### config.mk
export PLATFORM = sky130hd
export DESIGN_NAME = regfile_wr_arbiter_flat
export DESIGN_NICKNAME = d
export VERILOG_FILES = /design/src/rtl/regfile_wr_arbiter_if.sv /design/src/rtl/regfile_wr_arbiter.sv /design/src/flat_wrapper.sv
export SDC_FILE = /design/constraint.sdc
export NUM_CORES = 1
export LEC_CHECK = 0
export ABC_AREA = 1
export BUFFER_PORTS_ARGS = -buffer_cell sky130_fd_sc_hd__buf_2
export CAP_MARGIN = 20
export CORE_MARGIN = 3
export CORE_UTILIZATION = 43
export DETAILED_ROUTE_END_ITERATION = 10
export GPL_ROUTABILITY_DRIVEN = 0
export PLACE_DENSITY = 0.76
export SETUP_SLACK_MARGIN = 0.5
export SYNTH_ARGS = -nofsm -noshare
export SYNTH_HDL_FRONTEND = slang
export SYNTH_SLANG_ARGS = --single-unit
export TNS_END_PERCENT = 20
### constraint.sdc
create_clock -name clk -period 1.8 [get_ports clk]
set_input_delay 0.18 -clock clk [delete_from_list [all_inputs] [get_ports clk]]
set_output_delay 0.18 -clock clk [all_outputs]
set_load 0.02 [all_outputs]
### src/rtl/regfile_wr_arbiter_if.sv
// Write-port bundle between the writeback requesters and the register-file write arbiter.
// The arbiter takes the slave modport. The requester side or bench takes the master modport.
interface regfile_wr_arbiter_if #(
    parameter int NREQ = 3
);
    logic [NREQ-1:0]   req;
    logic [3*NREQ-1:0] waddr_in;
    logic [8*NREQ-1:0] wdata_in;
    logic [NREQ-1:0]   gnt;
    logic              rf_we;
    logic [2:0]        rf_waddr;
    logic [7:0]        rf_wdata;
    logic              init_done;

    modport master (
        output req, waddr_in, wdata_in,
        input  gnt, rf_we, rf_waddr, rf_wdata, init_done
    );

    modport slave (
        input  req, waddr_in, wdata_in,
        output gnt, rf_we, rf_waddr, rf_wdata, init_done
    );
endinterface

### src/rtl/regfile_wr_arbiter.sv
// Shares the single 8x8 register-file write port. After reset it sweeps INIT_VAL into R0..R7.
// It then arbitrates NREQ writeback requesters, round-robin by default or fixed priority with ARB_FIXED_PRIO_EN.
module regfile_wr_arbiter #(
    parameter int         NREQ     = 3,
    parameter logic [7:0] INIT_VAL = 8'h00
) (
    input  logic                   clk,
    input  logic                   rst_n,
    regfile_wr_arbiter_if.slave    bus
);
    localparam int PTR_W = $clog2(NREQ);

    typedef enum logic [0:0] {S_INIT, S_ARB} state_e;

    state_e          state_q, state_d;
    logic [2:0]      cnt_q, cnt_d;
    logic [NREQ-1:0] gnt_q, gnt_d;
    logic            rf_we_q, rf_we_d;
    logic [2:0]      rf_waddr_q, rf_waddr_d;
    logic [7:0]      rf_wdata_q, rf_wdata_d;
    logic            init_done_q, init_done_d;
`ifndef ARB_FIXED_PRIO_EN
    logic [PTR_W-1:0] rr_ptr_q, rr_ptr_d;
`endif

    logic [NREQ-1:0]  elig;
    logic             win_found;
    logic [PTR_W-1:0] win_idx;

    // A requester granted in the current cycle is masked, so a held req cannot write twice.
    assign elig = bus.req & ~gnt_q;

    always_comb begin
        int cand;
        // NOTE: every always_comb output gets a default first so no path leaves it unassigned (no latch).
        cand      = 0;
        win_found = 1'b0;
        win_idx   = '0;
        for (int k = 0; k < NREQ; k++) begin
`ifdef ARB_FIXED_PRIO_EN
            cand = k;
`else
            cand = int'(rr_ptr_q) + k;
            if (cand >= NREQ) cand = cand - NREQ;
`endif
            if (!win_found && elig[cand]) begin
                win_found = 1'b1;
                win_idx   = PTR_W'(cand);
            end
        end
    end

    always_comb begin
        state_d     = state_q;
        cnt_d       = cnt_q;
        gnt_d       = '0;
        rf_we_d     = 1'b0;
        rf_waddr_d  = rf_waddr_q;
        rf_wdata_d  = rf_wdata_q;
        init_done_d = init_done_q;
`ifndef ARB_FIXED_PRIO_EN
        rr_ptr_d    = rr_ptr_q;
`endif
        case (state_q)
            S_INIT: begin
                rf_we_d    = 1'b1;
                rf_waddr_d = cnt_q;
                rf_wdata_d = INIT_VAL;
                cnt_d      = 3'(cnt_q + 3'd1);
                if (cnt_q == 3'd7) begin
                    state_d     = S_ARB;
                    init_done_d = 1'b1;
                end
            end
            S_ARB: begin
                if (win_found) begin
                    gnt_d      = NREQ'(1) << win_idx;
                    rf_we_d    = 1'b1;
                    rf_waddr_d = bus.waddr_in[3*int'(win_idx) +: 3];
                    rf_wdata_d = bus.wdata_in[8*int'(win_idx) +: 8];
`ifndef ARB_FIXED_PRIO_EN
                    rr_ptr_d   = (win_idx == PTR_W'(NREQ - 1)) ? '0 : PTR_W'(win_idx + 1'b1);
`endif
                end
            end
            default: state_d = S_INIT;
        endcase
    end

    // NOTE: sequential state uses non-blocking assignments so every flop samples pre-edge values.
    always_ff @(posedge clk) begin
        if (!rst_n) begin
            state_q     <= S_INIT;
            cnt_q       <= '0;
            gnt_q       <= '0;
            rf_we_q     <= 1'b0;
            rf_waddr_q  <= '0;
            rf_wdata_q  <= '0;
            init_done_q <= 1'b0;
`ifndef ARB_FIXED_PRIO_EN
            rr_ptr_q    <= '0;
`endif
        end else begin
            state_q     <= state_d;
            cnt_q       <= cnt_d;
            gnt_q       <= gnt_d;
            rf_we_q     <= rf_we_d;
            rf_waddr_q  <= rf_waddr_d;
            rf_wdata_q  <= rf_wdata_d;
            init_done_q <= init_done_d;
`ifndef ARB_FIXED_PRIO_EN
            rr_ptr_q    <= rr_ptr_d;
`endif
        end
    end

    assign bus.gnt       = gnt_q;
    assign bus.rf_we     = rf_we_q;
    assign bus.rf_waddr  = rf_waddr_q;
    assign bus.rf_wdata  = rf_wdata_q;
    assign bus.init_done = init_done_q;
endmodule
### src/flat_wrapper.sv
// flat-port wrapper written by rule: the top's interface ports become plain ports
module regfile_wr_arbiter_flat 
#(
    parameter int         NREQ     = 3,
    parameter logic [7:0] INIT_VAL = 8'h00
)
  (clk, rst_n, bus_req, bus_waddr_in, bus_wdata_in, bus_gnt, bus_rf_we, bus_rf_waddr, bus_rf_wdata, bus_init_done);
  regfile_wr_arbiter_if #(.NREQ(NREQ)) bus_i ();
  input  logic clk;
  input  logic rst_n;
  input wire logic [$bits(bus_i.req)-1:0] bus_req;
  input wire logic [$bits(bus_i.waddr_in)-1:0] bus_waddr_in;
  input wire logic [$bits(bus_i.wdata_in)-1:0] bus_wdata_in;
  output wire logic [$bits(bus_i.gnt)-1:0] bus_gnt;
  output wire logic [$bits(bus_i.rf_we)-1:0] bus_rf_we;
  output wire logic [$bits(bus_i.rf_waddr)-1:0] bus_rf_waddr;
  output wire logic [$bits(bus_i.rf_wdata)-1:0] bus_rf_wdata;
  output wire logic [$bits(bus_i.init_done)-1:0] bus_init_done;
  assign bus_i.req = bus_req;
  assign bus_i.waddr_in = bus_waddr_in;
  assign bus_i.wdata_in = bus_wdata_in;
  assign bus_gnt = bus_i.gnt;
  assign bus_rf_we = bus_i.rf_we;
  assign bus_rf_waddr = bus_i.rf_waddr;
  assign bus_rf_wdata = bus_i.rf_wdata;
  assign bus_init_done = bus_i.init_done;
  regfile_wr_arbiter #(.NREQ(NREQ), .INIT_VAL(INIT_VAL)) u_core (.clk(clk), .rst_n(rst_n), .bus(bus_i));
endmodule
; ---- Word level (Yosys, flattened, before mapping)
; Cells that the tools add are included.
[totals]
wordCells = 65
inputBits = 38
output_inout_bits = 16
regBits = 22
[classes]
addsub = 7
shift = 3
order_cmp = 6
n_mux = 27
n_reduce_logical = 7
n_eq_ne = 3
n_bitwise = 3
multipliers = 1
[ops]
columns = cell, count
row1 = "less-than comparator 32 x 4 -> 1 bit, second input constant", 3
row2 = 2-to-1 mux 32 bit, 3
row3 = ">= comparator 32 x 3 -> 1 bit, second input constant", 2
row4 = "subtractor 32 x 3 -> 32 bit, second input constant", 2
row5 = indexed part select 9 x 32 -> 3 bit, 1
row6 = indexed part select 24 x 6 -> 8 bit, 1
row7 = one-hot mux 8 bit (2 select lines), 1
row8 = 2-to-1 mux 1 bit, 12
row9 = 2-to-1 mux 2 bit, 4
row10 = 2-to-1 mux 8 bit, 1
row11 = binary-select mux 1 bit (select 2 bit), 3
row12 = one-hot mux 3 bit (2 select lines), 1
row13 = "multiplier 2 x 2 -> 4 bit, first input constant", 1
row14 = AND reduction 2 bit, 2
row15 = "adder 2 x 1 -> 3 bit, second input constant", 1
row16 = "adder 2 x 2 -> 3 bit, second input constant", 1
row17 = "adder 3 x 1 -> 3 bit, second input constant", 1
row18 = AND 3 bit, 1
row19 = "== test 3 bit, second input constant", 1
row20 = 2-to-1 mux 3 bit, 1
row21 = inverter 3 bit, 1
row22 = AND reduction 3 bit, 1
row23 = "left shift 1 x 2 -> 3 bit, first input constant", 1
row24 = "subtractor 2 x 2 -> 3 bit, second input constant", 1
row25 = 8 further kinds, 10

; ---- Depth between registers and ports, before layout
; Gate-level depths: netlist of run 1.
[depth]
word_depth = 16
depth_mapped = 17
mapped_depth_nobuf = 16

; ---- Worst setup path before layout of run 1
; No wires, ideal clock.
[synth_timing]
path_kind = flip-flop to flip-flop
from = register u_core.rr_ptr_q[0]
to = register u_core.rf_waddr_q[0] (netlist: u_core.bus.rf_waddr[0])
period_less_slack_ns = 1.798
setup_time_ns = 0.112
setup_slack_ns = 0.002
stages_incl_launch_ff = 16
path_buffers = 1
arrival_time_ns = 1.686
required_ns = 1.688
cell_sequence = dfxtp_1 -> inv_1 -> ha_1 -> inv_1 -> nand2_1 -> nand3_1 -> nand2_1 -> nand2_1 -> nand2_1 -> nand2_2 -> nand2_4 -> buf_8 -> a21oi_1 -> nand2_1 -> nand2_1 -> nand2_1
[synth_between]
elab_chain_len = 16
word_cells_on_any_way = 35
classes_between = add/sub: 5 / mul: 1 / order compare: 3 / eq/ne: 1 / shift: 1 / mux: 20 / reduce/logical: 4
[synth_lines]
columns = item, line_no
row1 = from (decl), regfile_wr_arbiter.sv:23  ; logic [PTR_W-1:0] rr_ptr_q, rr_ptr_d;
row2 = from (signal assigned), regfile_wr_arbiter.sv:112  ; rr_ptr_q <= rr_ptr_d;
row3 = branches (longest 16 deep; another with subtractor 32 x 3 -> 32 bit), --
row4 = to (signal assigned), regfile_wr_arbiter.sv:108  ; rf_waddr_q <= rf_waddr_d;
row5 = to (decl), regfile_wr_arbiter.sv:19  ; logic [2:0] rf_waddr_q, rf_waddr_d;
; Several ways; the timed one is not identified. The select of a mux whose other input is x is not followed.
; A chain may end at the register's enable or synchronous reset.

; ---- Worst setup path in the final report of run 1
[layout_timing]
from = register u_core.rr_ptr_q[0]
to = register u_core.rf_wdata_q[2] (netlist: u_core.bus.rf_wdata[2])
[layout_between]
elab_chain_len = 15
word_cells_on_any_way = 34
classes_between = add/sub: 5 / order compare: 3 / eq/ne: 1 / shift: 1 / mux: 20 / reduce/logical: 4
[layout_lines]
columns = item, line_no
row1 = branches (longest 15 deep; another with subtractor 32 x 3 -> 32 bit), --
row2 = to (signal assigned), regfile_wr_arbiter.sv:109  ; rf_wdata_q <= rf_wdata_d;
row3 = to (decl), regfile_wr_arbiter.sv:20  ; logic [7:0] rf_wdata_q, rf_wdata_d;
; Several ways; the timed one is not identified. The select of a mux whose other input is x is not followed.

==> results.json, run 1 <==
{
  "status": "complete, but fails checks",
  "violations": "setup timing",
  "clockRootBuffer": "clkbuf_4",
  "ys_ff_latch": 22,
  "final_core_util": 0.6754,
  "crit_buf_inv": 2,
  "clk_pin_slew_worst_paths_ns": 0.13,
  "mostFrequentLayoutCell": "nand2_1",
  "clockBufferDepth": 2,
  "syn_inst": 204,
  "tns_ns": -0.3072,
  "antenna_cells": 0,
  "routed.top_layer": "met4",
  "critPathMaxFanout": 7,
  "setup_ws_ns": -0.05201,
  "endpoint_kind": "flop",
  "final_max_slew_viol_count": 0,
  "layout.cells.non_filler": 304,
  "num_vias": 1477,
  "cts_made_buffers": 3,
  "fin_nets": 316,
  "grt_pass1_vias": 1424,
  "post-route-drc-count": 0,
  "layout_min_cycle_time_ns": 1.852,
  "syn_area_um2": 1331,
  "die_w_um": 61.64,
  "numClockSinks": 22,
  "dieArea_um2": 3799,
  "htreeDepth": 1,
  "dp_hpwl_mm": 2.705,
  "cp-start-kind": "flop",
  "grt.total_usage": 0.2076,
  "fp.coreArea_um2": 2853,
  "ys_warn_count": 0,
  "finalCritPeriodShare": 1.029,
  "antenna_left": 0,
  "crit_top_cell": "nand2_1",
  "hp-class": "input pin to flop",
  "p_per_area_nw_per_um2": 544.3,
  "finalPower_mw": 1.049,
  "finalInstanceArea_um2": 1927,
  "dp_cells": 290,
  "skew_ns": 0.002815,
  "numPortBuffers": 53,
  "leakagePower_nw": 1.063,
  "tritoncts": "yes",
  "overflow": 0,
  "initial_core_util": 0.4667,
  "worstSkewPairLatency_ns": 0.32,
  "syn_to_final_growth_pct": 44.74,
  "worstPathCellList": "buf_4 -> ha_4 -> inv_4 -> nand3_2 -> nand3_2 -> nand2_4 -> nand4_1 -> nand2_8 -> nor2_4 -> nand2_1 -> nand2_1 -> nand2_1 -> nand2_1",
  "synth_fp_nets": 246,
  "drt-pass1-iter-count": 4,
  "routedWlPerCell_um": 12.45,
  "criticalPathCategory": "flop to flop",
  "max_freq_mhz": 540.0,
  "drive_gt1_frac": 0.4286,
  "rows": 19,
  "wl_met3_um": 172,
  "path_delay_family": "simple AND/OR/NAND/NOR gates",
  "rsz0062_at_grt": "yes",
  "cts_hold_buf": 0,
  "slowest_delay_ns": 0.35,
  "grt_max_degree": 13,
  "drtIter0Drc": 70,
  "routed_wl_mm": 3.786,
  "arrival_ns": 2.13,
  "vias_per_cell": 4.859,
  "synth_cell_types": 25,
  "maxCapViolCount": 0,
  "slowest_stage": "dfxtp_2",
  "num_io_pins": 54,
  "setup_viol": 10,
  "worstPathRequired_ns": 2.07,
  "die_y_um": 61.64,
  "antenna_found_initial": 0,
  "wl_met1_mm": 1.613,
  "yosysSeqAreaShare": 0.3308,
  "ir_drop_uv": 371.5,
  "grt_pass1_wl_mm": 5.927,
  "final_cell_mix": "79 x nand2_1, 53 x buf_2, 20 x dfxtp_1, 15 x inv_1, 13 x nor2_1",
  "place_area_um2": 1703,
  "hold_viol_final": 0,
  "max_slew_margin": 0.7927,
  "tightest_slew_ns": 0.3107,
  "syn_avg_cell_area_um2": 6.526,
  "met2_length_mm": 1.966
}
## metrics by stage
stage / setup WS, ns / hold WS [ns]
4_1_cts: -0.004535 / 0.05936
3_3_place_gp: -0.01485 / 0.3859
6_report: -0.05201 / 0.04956
2_1_floorplan: 0.1376 / 0.2932
5_1_grt: -0.1873 / 0.04795
3_5_place_dp: -0.03352 / 0.3853
## worst reg2reg max path: stages, from the launching register on
cell and delay, ns:
dfxtp_2 0.35, buf_4 0.13, ha_4 0.18, inv_4 0.08
nand3_2 0.06, nand3_2 0.09, nand2_4 0.07, nand4_1 0.24
nand2_8 0.14, nor2_4 0.23, nand2_1 0.08, nand2_1 0.06
nand2_1 0.05, nand2_1 0.06
## kinds of logic (layout without fill, tap and decap cells)
| kind of cell | after synthesis | in the layout | synth area share |
|---|---|---|---|
| AND/OR/NAND/NOR | 139 | 142 | 0.4878 |
| buffers and inverters | 26 | 92 | 0.08833 |
| flip-flops | 22 | 22 | 0.3308 |
| AO/OA/AOI/OAI | 13 | 13 | 0.05544 |
| adder cells (fa/ha/maj) | 4 | 4 | 0.03760 |
## synth_stat cells
cell type	n	area share
nor3_4	1	0.012
inv_2	3	0.0085
clkbuf_1	1	0.0028
nand2_4	3	0.025
nor2_4	2	0.017
nor2_8	1	0.015
inv_1	18	0.051
nand3_1	16	0.060
o21ai_1	1	0.0038
nand2_1	87	0.25
clkinv_1	1	0.0028
dfxtp_1	22	0.33
o21ai_0	6	0.023
o21ai_2	1	0.0066
nor2_1	13	0.037
buf_8	1	0.011
a21boi_1	2	0.011
clkinv_2	1	0.0038
nand2_2	9	0.042
nand3_2	1	0.0075
ha_1	4	0.038
nor3_1	2	0.0075
a21oi_1	3	0.011
nand4_1	4	0.019
buf_6	1	0.0085
## routing by layer
layer,vias to the layer above,GRT usage
met4,0,0.05455
met5,-,0
met2,35,0.3722
li1,775,-
met1,663,0.2415
met3,4,0.05660
## sequential cells by signal (all words and copies together), names as in the netlist
signal,count
u_core.bus.gnt,3
u_core.bus.init_done,1
u_core.bus.rf_waddr,3
u_core.bus.rf_wdata,8
u_core.bus.rf_we,1
u_core.cnt_q,3
u_core.rr_ptr_q,2
u_core.state_q,1
## final timing paths
check                              start                endpoint  slack (ns)  depth (start not counted)
setup / recovery      u_core.rr_ptr_q[0]  u_core.bus.rf_wdata[2]       -0.05                         13
hold / removal           bus_wdata_in[6]  u_core.bus.rf_wdata[6]        0.05                          3
setup reg to reg      u_core.rr_ptr_q[0]  u_core.bus.rf_wdata[2]       -0.05                         13
hold reg to reg   u_core.bus.rf_wdata[2]  u_core.bus.rf_wdata[2]        0.46                          2
## report_power, final
part | total (mW) | switching, mW | internal (mW)
combinational | 0.254 | 0.149 | 0.105
clock | 0.285 | 0.161 | 0.124
sequential | 0.510 | 0.00845 | 0.501
total | 1.05 | 0.318 | 0.730
## what timing repair did
action | CTS | global route
setup endpoints to repair | 17 | 17
cloned | 3 | 0
gates resized for setup | 15 | 7
pin swaps | 17 | 19
buffers inserted | 7 | 0
## final cells by class
| class | instances | area (um^2) |
|---|---|---|
| clock buffer | 4 | 36.28 |
| fill | 256 | 925.9 |
| inverter | 23 | 97.59 |
| multi-input combinational | 159 | 939.7 |
| sequential | 22 | 442.9 |
| tap | 31 | 38.79 |
| timing repair buffer | 65 | 371.6 |
Note: power is estimated with default switching activity, not from simulation.
==> run 2, diff against run 1 <==
--- a/config.mk
+++ b/config.mk
@@ -12,8 +12,7 @@
 export CORE_UTILIZATION = 43
 export DETAILED_ROUTE_END_ITERATION = 10
 export GPL_ROUTABILITY_DRIVEN = 0
-export PLACE_DENSITY = 0.76
-export SETUP_SLACK_MARGIN = 0.5
+export PLACE_DENSITY_LB_ADDON = 0.25
 export SYNTH_ARGS = -nofsm -noshare
 export SYNTH_HDL_FRONTEND = slang
 export SYNTH_SLANG_ARGS = --single-unit
==> constraint.sdc (replaced) <==
create_clock -name clk -period 1.6 [get_ports clk]
set_input_delay 0.16 -clock clk [delete_from_list [all_inputs] [get_ports clk]]
set_output_delay 0.16 -clock clk [all_outputs]
set_load 0.02 [all_outputs]
==> run 2 against run 1 <==
The run still ends with setup timing left. Combinational power increased by 7%. Register-to-register slack got worse by 0.21 ns. Total power up 4.8%. Clock-buffer cell count down 1. Worst hold slack worse by 0.011 ns. Final cell count grew 3.0%. Core utilization increased by 1.9 points. First-iteration DRC count is 8.6% lower. Final area grew 2.8%. Die area stayed put. Critical path type unchanged. Critical endpoint is now u_core.bus.rf_wdata[6].
==> results.json, run 2 (synthesized netlist as in run 1, its figures left out) <==
{
  "grt_max_degree": 12,
  "fin_nets": 326,
  "hold_viol_final": 0,
  "tightest_slew_ns": 0.2893,
  "antenna_left": 0,
  "finalInstanceArea_um2": 1981,
  "criticalPathCategory": "flop to flop",
  "grt.total_usage": 0.2085,
  "htreeDepth": 1,
  "numPortBuffers": 53,
  "mostFrequentLayoutCell": "nand2_1",
  "worstSkewPairLatency_ns": 0.31,
  "die_w_um": 61.64,
  "p_per_area_nw_per_um2": 554.9,
  "hp-class": "input pin to flop",
  "clockBufferDepth": 2,
  "whs_ns": 0.03842,
  "final_cell_mix": "78 x nand2_1, 53 x buf_2, 21 x buf_4, 20 x dfxtp_1",
  "routedWlPerCell_um": 11.32,
  "place_area_um2": 1805,
  "layout_min_cycle_time_ns": 1.861,
  "clockRootBuffer": "clkbuf_4",
  "setup_viol": 16,
  "status": "complete, but fails checks",
  "rows": 19,
  "syn_to_final_growth_pct": 48.78,
  "routed_wl_mm": 3.543,
  "endpoint_kind": "flop",
  "vias_per_cell": 4.872,
  "leakagePower_nw": 1.096,
  "num_io_pins": 54,
  "overflow": 0,
  "setup_ws_ns": -0.2605,
  "maxCapViolCount": 0,
  "finalCritPeriodShare": 1.163,
  "skew_ns": 0.01019,
  "worstPathRequired_ns": 1.87,
  "violations": "setup timing",
  "max_slew_margin": 0.8069,
  "arrival_ns": 2.13,
  "ir_drop_uv": 344.7,
  "cp-start-kind": "flop",
  "grt_pass1_vias": 1381,
  "layout.cells.non_filler": 313,
  "rsz0062_at_grt": "yes",
  "max_freq_mhz": 537.5,
  "num_vias": 1525,
  "drive_gt1_frac": 0.4539,
  "tritoncts": "yes",
  "initial_core_util": 0.4667,
  "largest_reg_flops": 8,
  "final_max_slew_viol_count": 0,
  "clk_pin_slew_worst_paths_ns": 0.12,
  "antenna_found_initial": 0,
  "post-route-drc-count": 0,
  "dp_cells": 302,
  "dp_hpwl_mm": 2.643,
  "drtIter0Drc": 64,
  "cts_made_buffers": 3,
  "drt-pass1-iter-count": 4,
  "die_y_um": 61.64,
  "grt_pass1_wl_mm": 5.934,
  "tns_ns": -3.248,
  "cts_hold_buf": 0,
  "dieArea_um2": 3799,
  "antenna_cells": 0,
  "fp.coreArea_um2": 2853,
  "numClockSinks": 22,
  "critPathMaxFanout": 6
}
run 2: cell count changes in the layout (fill, tap and decap cells not counted), moves of 2 or more:
cell and delta:
o21ai_0 -2, buf_4 +11, nand2_2 +2, o21ai_1 +2
run 2: critical path, stage by stage (launching register included):
cell     delay [ns]
dfxtp_2        0.38
inv_2          0.06
ha_4           0.24
inv_6          0.09
nand3_2        0.07
nand2_2        0.10
nand3_4        0.08
nand4_1        0.15
buf_4          0.16
nand2_8        0.08
nor2_4         0.17
nand2_4        0.08
inv_2          0.05
nand2_1        0.04
nand3_1        0.05
run 2: final cells by class:
| type | count | area (um^2) |
|---|---|---|
| Multi-Input combinational cell | 159 | 935.9 |
| Fill cell | 264 | 872.1 |
| Sequential cell | 22 | 442.9 |
| Timing Repair Buffer | 75 | 442.9 |
| Inverter | 23 | 97.59 |
| Tap cell | 31 | 38.79 |
| Clock buffer | 3 | 22.52 |
run 2: report_power, final:
group          internal [mW]  total [mW]  leakage [nW]  switching (mW)
registers              0.564       0.573         0.180         0.00955
logic                  0.112       0.271         0.903           0.160
clock network         0.0881       0.254        0.0138           0.166
run 2: path summary, 6_finish.rpt:
path	start	endpoint	slack [ns]	depth (start not counted)
worst max-delay path	u_core.rr_ptr_q[0]	u_core.bus.rf_wdata[6]	-0.26	14
worst min-delay path	bus_wdata_in[6]	u_core.bus.rf_wdata[6]	0.04	3
worst max register to register	u_core.rr_ptr_q[0]	u_core.bus.rf_wdata[6]	-0.26	14
worst min register to register	u_core.bus.rf_wdata[3]	u_core.bus.rf_wdata[3]	0.47	2
run 2: what timing repair did:
action / in CTS / in global routing
resized for setup: 12 / 12
setup buffers: 5 / 0
setup endpoints to repair: 16 / 16
pin swaps: 11 / 9
gates cloned: 3 / 0
run 2: per-stage QoR:
step / total power, mW / util / worst slack (ns)
6_report: 1.099 / 0.6943 / -0.2605
3_5_place_dp: 0.8181 / 0.6329 / -0.2220
2_1_floorplan: 0.7416 / - / -0.06240
3_3_place_gp: 0.8156 / 0.6329 / -0.1841
5_1_grt: 1.164 / 0.6943 / -0.3985
4_1_cts: 1.099 / 0.6825 / -0.2069
run 2: metal layers:
layer	share of wire	routed length, um	vias up	GRT usage
li1	-	-	800	-
met1	0.45	1604	679	0.2747
met2	0.47	1676	40	0.3363
met3	0.055	196	6	0.04193
met4	0.019	66	0	0.07576
met5	0	0	-	0
==> run 3, diff against run 2 <==
--- a/config.mk
+++ b/config.mk
@@ -8,11 +8,14 @@
 export ABC_AREA = 1
 export BUFFER_PORTS_ARGS = -buffer_cell sky130_fd_sc_hd__buf_2
 export CAP_MARGIN = 20
+export CORE_ASPECT_RATIO = 1.2
 export CORE_MARGIN = 3
 export CORE_UTILIZATION = 43
 export DETAILED_ROUTE_END_ITERATION = 10
 export GPL_ROUTABILITY_DRIVEN = 0
+export MAX_ROUTING_LAYER = met4
 export PLACE_DENSITY_LB_ADDON = 0.25
+export RECOVER_POWER = 25
 export SYNTH_ARGS = -nofsm -noshare
 export SYNTH_HDL_FRONTEND = slang
 export SYNTH_SLANG_ARGS = --single-unit
==> run 3 against run 2 <==
Global-route usage up 0.30 points. Wire length up 16%. Clock power up 24%. Setup slack worse by 0.014 ns. The run still ends with setup timing left. Via count up 5.9%.
==> results.json, run 3 (synthesized netlist as in run 1, its figures left out) <==
{
  "num_io_pins": 54,
  "leakagePower_nw": 1.121,
  "die_y_um": 66.95,
  "largest_reg_flops": 8,
  "initial_core_util": 0.4648,
  "fin_nets": 329,
  "clk_pin_slew_worst_paths_ns": 0.13,
  "wl_met1_mm": 1.634,
  "p_per_area_nw_per_um2": 572.5,
  "worstSkewPairLatency_ns": 0.31,
  "criticalPathCategory": "flop to flop",
  "final_max_slew_viol_count": 0,
  "setup_viol": 16,
  "violations": "setup timing",
  "cp-start-kind": "flop",
  "finalPower_mw": 1.183,
  "tightest_slew_ns": 0.3041,
  "overflow": 0,
  "routedWlPerCell_um": 12.81,
  "dp_hpwl_mm": 2.660,
  "rsz0062_at_grt": "yes",
  "arrival_ns": 2.09,
  "grt.total_usage": 0.2114,
  "routed_wl_mm": 4.100,
  "drt-pass1-iter-count": 4,
  "dieArea_um2": 3802,
  "hp-class": "input pin to flop",
  "layout_min_cycle_time_ns": 1.875,
  "skew_ns": 0.004023,
  "cts_made_buffers": 3,
  "syn_to_final_growth_pct": 55.17,
  "num_vias": 1615,
  "antenna_left": 0,
  "place_ws_ns": -0.2222,
  "fp.coreArea_um2": 2864,
  "clockBufferDepth": 2,
  "max_slew_margin": 0.7973,
  "routed.top_layer": "met4",
  "numPortBuffers": 53,
  "htreeDepth": 1,
  "wl_met3_um": 203,
  "met2_length_mm": 2.145,
  "vias_per_cell": 5.047,
  "mostFrequentLayoutCell": "nand2_1",
  "rows": 21,
  "status": "complete, but fails checks",
  "final_cell_mix": "80 x nand2_1, 50 x buf_2, 20 x dfxtp_1, 19 x buf_4, 14 x inv_1",
  "ir_drop_uv": 398.1,
  "die_w_um": 56.80,
  "cts_hold_buf": 0,
  "maxCapViolCount": 0,
  "antenna_cells": 0,
  "setup_ws_ns": -0.2746,
  "critPathMaxFanout": 6,
  "antenna_found_initial": 0,
  "clockRootBuffer": "clkbuf_4",
  "endpoint_kind": "flop",
  "grt_pass1_wl_mm": 6.237,
  "drive_gt1_frac": 0.4580,
  "grt_max_degree": 13,
  "post-route-drc-count": 0,
  "worstPathRequired_ns": 1.82,
  "hold_viol_final": 0,
  "drtIter0Drc": 88,
  "finalCritPeriodShare": 1.172,
  "tritoncts": "yes",
  "max_freq_mhz": 533.5,
  "numClockSinks": 22,
  "final_core_util": 0.7213,
  "grt_pass1_vias": 1490
}
==> run 3: critical path: stages, from the launching register on <==
cell and delay (ns):
dfxtp_2 0.37, inv_2 0.06, ha_4 0.30, inv_6 0.05, nand2_4 0.07, nand3_2 0.12, nand2_4 0.13, nand3_2 0.09
nand2_4 0.13, nand2_8 0.08, nand2_1 0.11, inv_1 0.08, a21boi_1 0.13, nand2_1 0.06
==> run 3: area by class of cell <==
cell class	instances	area, um^2
fill	237	798.3
clock buffer	4	36.28
multi-input combinational	159	982.2
tap	34	42.54
sequential	22	442.9
timing repair buffer	78	464.2
inverter	23	97.59
==> run 3: worst paths after layout <==
path,to,slack (ns),cells after the start,startpoint
worst max register to register,u_core.bus.rf_wdata[1],-0.27,13,u_core.rr_ptr_q[0]
worst min-delay path,u_core.bus.rf_wdata[1],0.05,3,bus_wdata_in[9]
worst min register to register,u_core.bus.rf_wdata[2],0.46,2,u_core.bus.rf_wdata[2]
worst max-delay path,u_core.bus.rf_wdata[1],-0.27,13,u_core.rr_ptr_q[0]
==> run 3: report_power, final <==
part / leakage [nW] / internal, mW / switching [mW]
clock network: 0.0210 / 0.139 / 0.177
registers: 0.180 / 0.564 / 0.0101
logic: 0.921 / 0.122 / 0.170
total: 1.12 / 0.825 / 0.358
==> run 3: metal layers <==
layer | global-route usage | vias to the layer above
met5 | - | -
met4 | 0.09275 | 0
met3 | 0.02132 | 11
met2 | 0.3685 | 59
met1 | 0.2468 | 741
li1 | - | 804
==> run 3: metrics by stage <==
stage	hold slack, ns	cells	TNS, ns	instance area (um^2)
after floorplan	0.2732	204	-0.3974	1391
after global placement	0.3640	302	-2.195	1774
after detailed placement	0.3722	302	-2.692	1774
after CTS	0.04253	316	-2.007	1981
after global routing	0.05531	320	-4.764	2066
final	0.04656	320	-3.490	2066
==> run 3: timing repair <==
item	CTS	global route
setup buffers	7	4
gates cloned	3	0
pin swaps	17	13
gates resized for setup	18	15
setup endpoints to repair	16	17
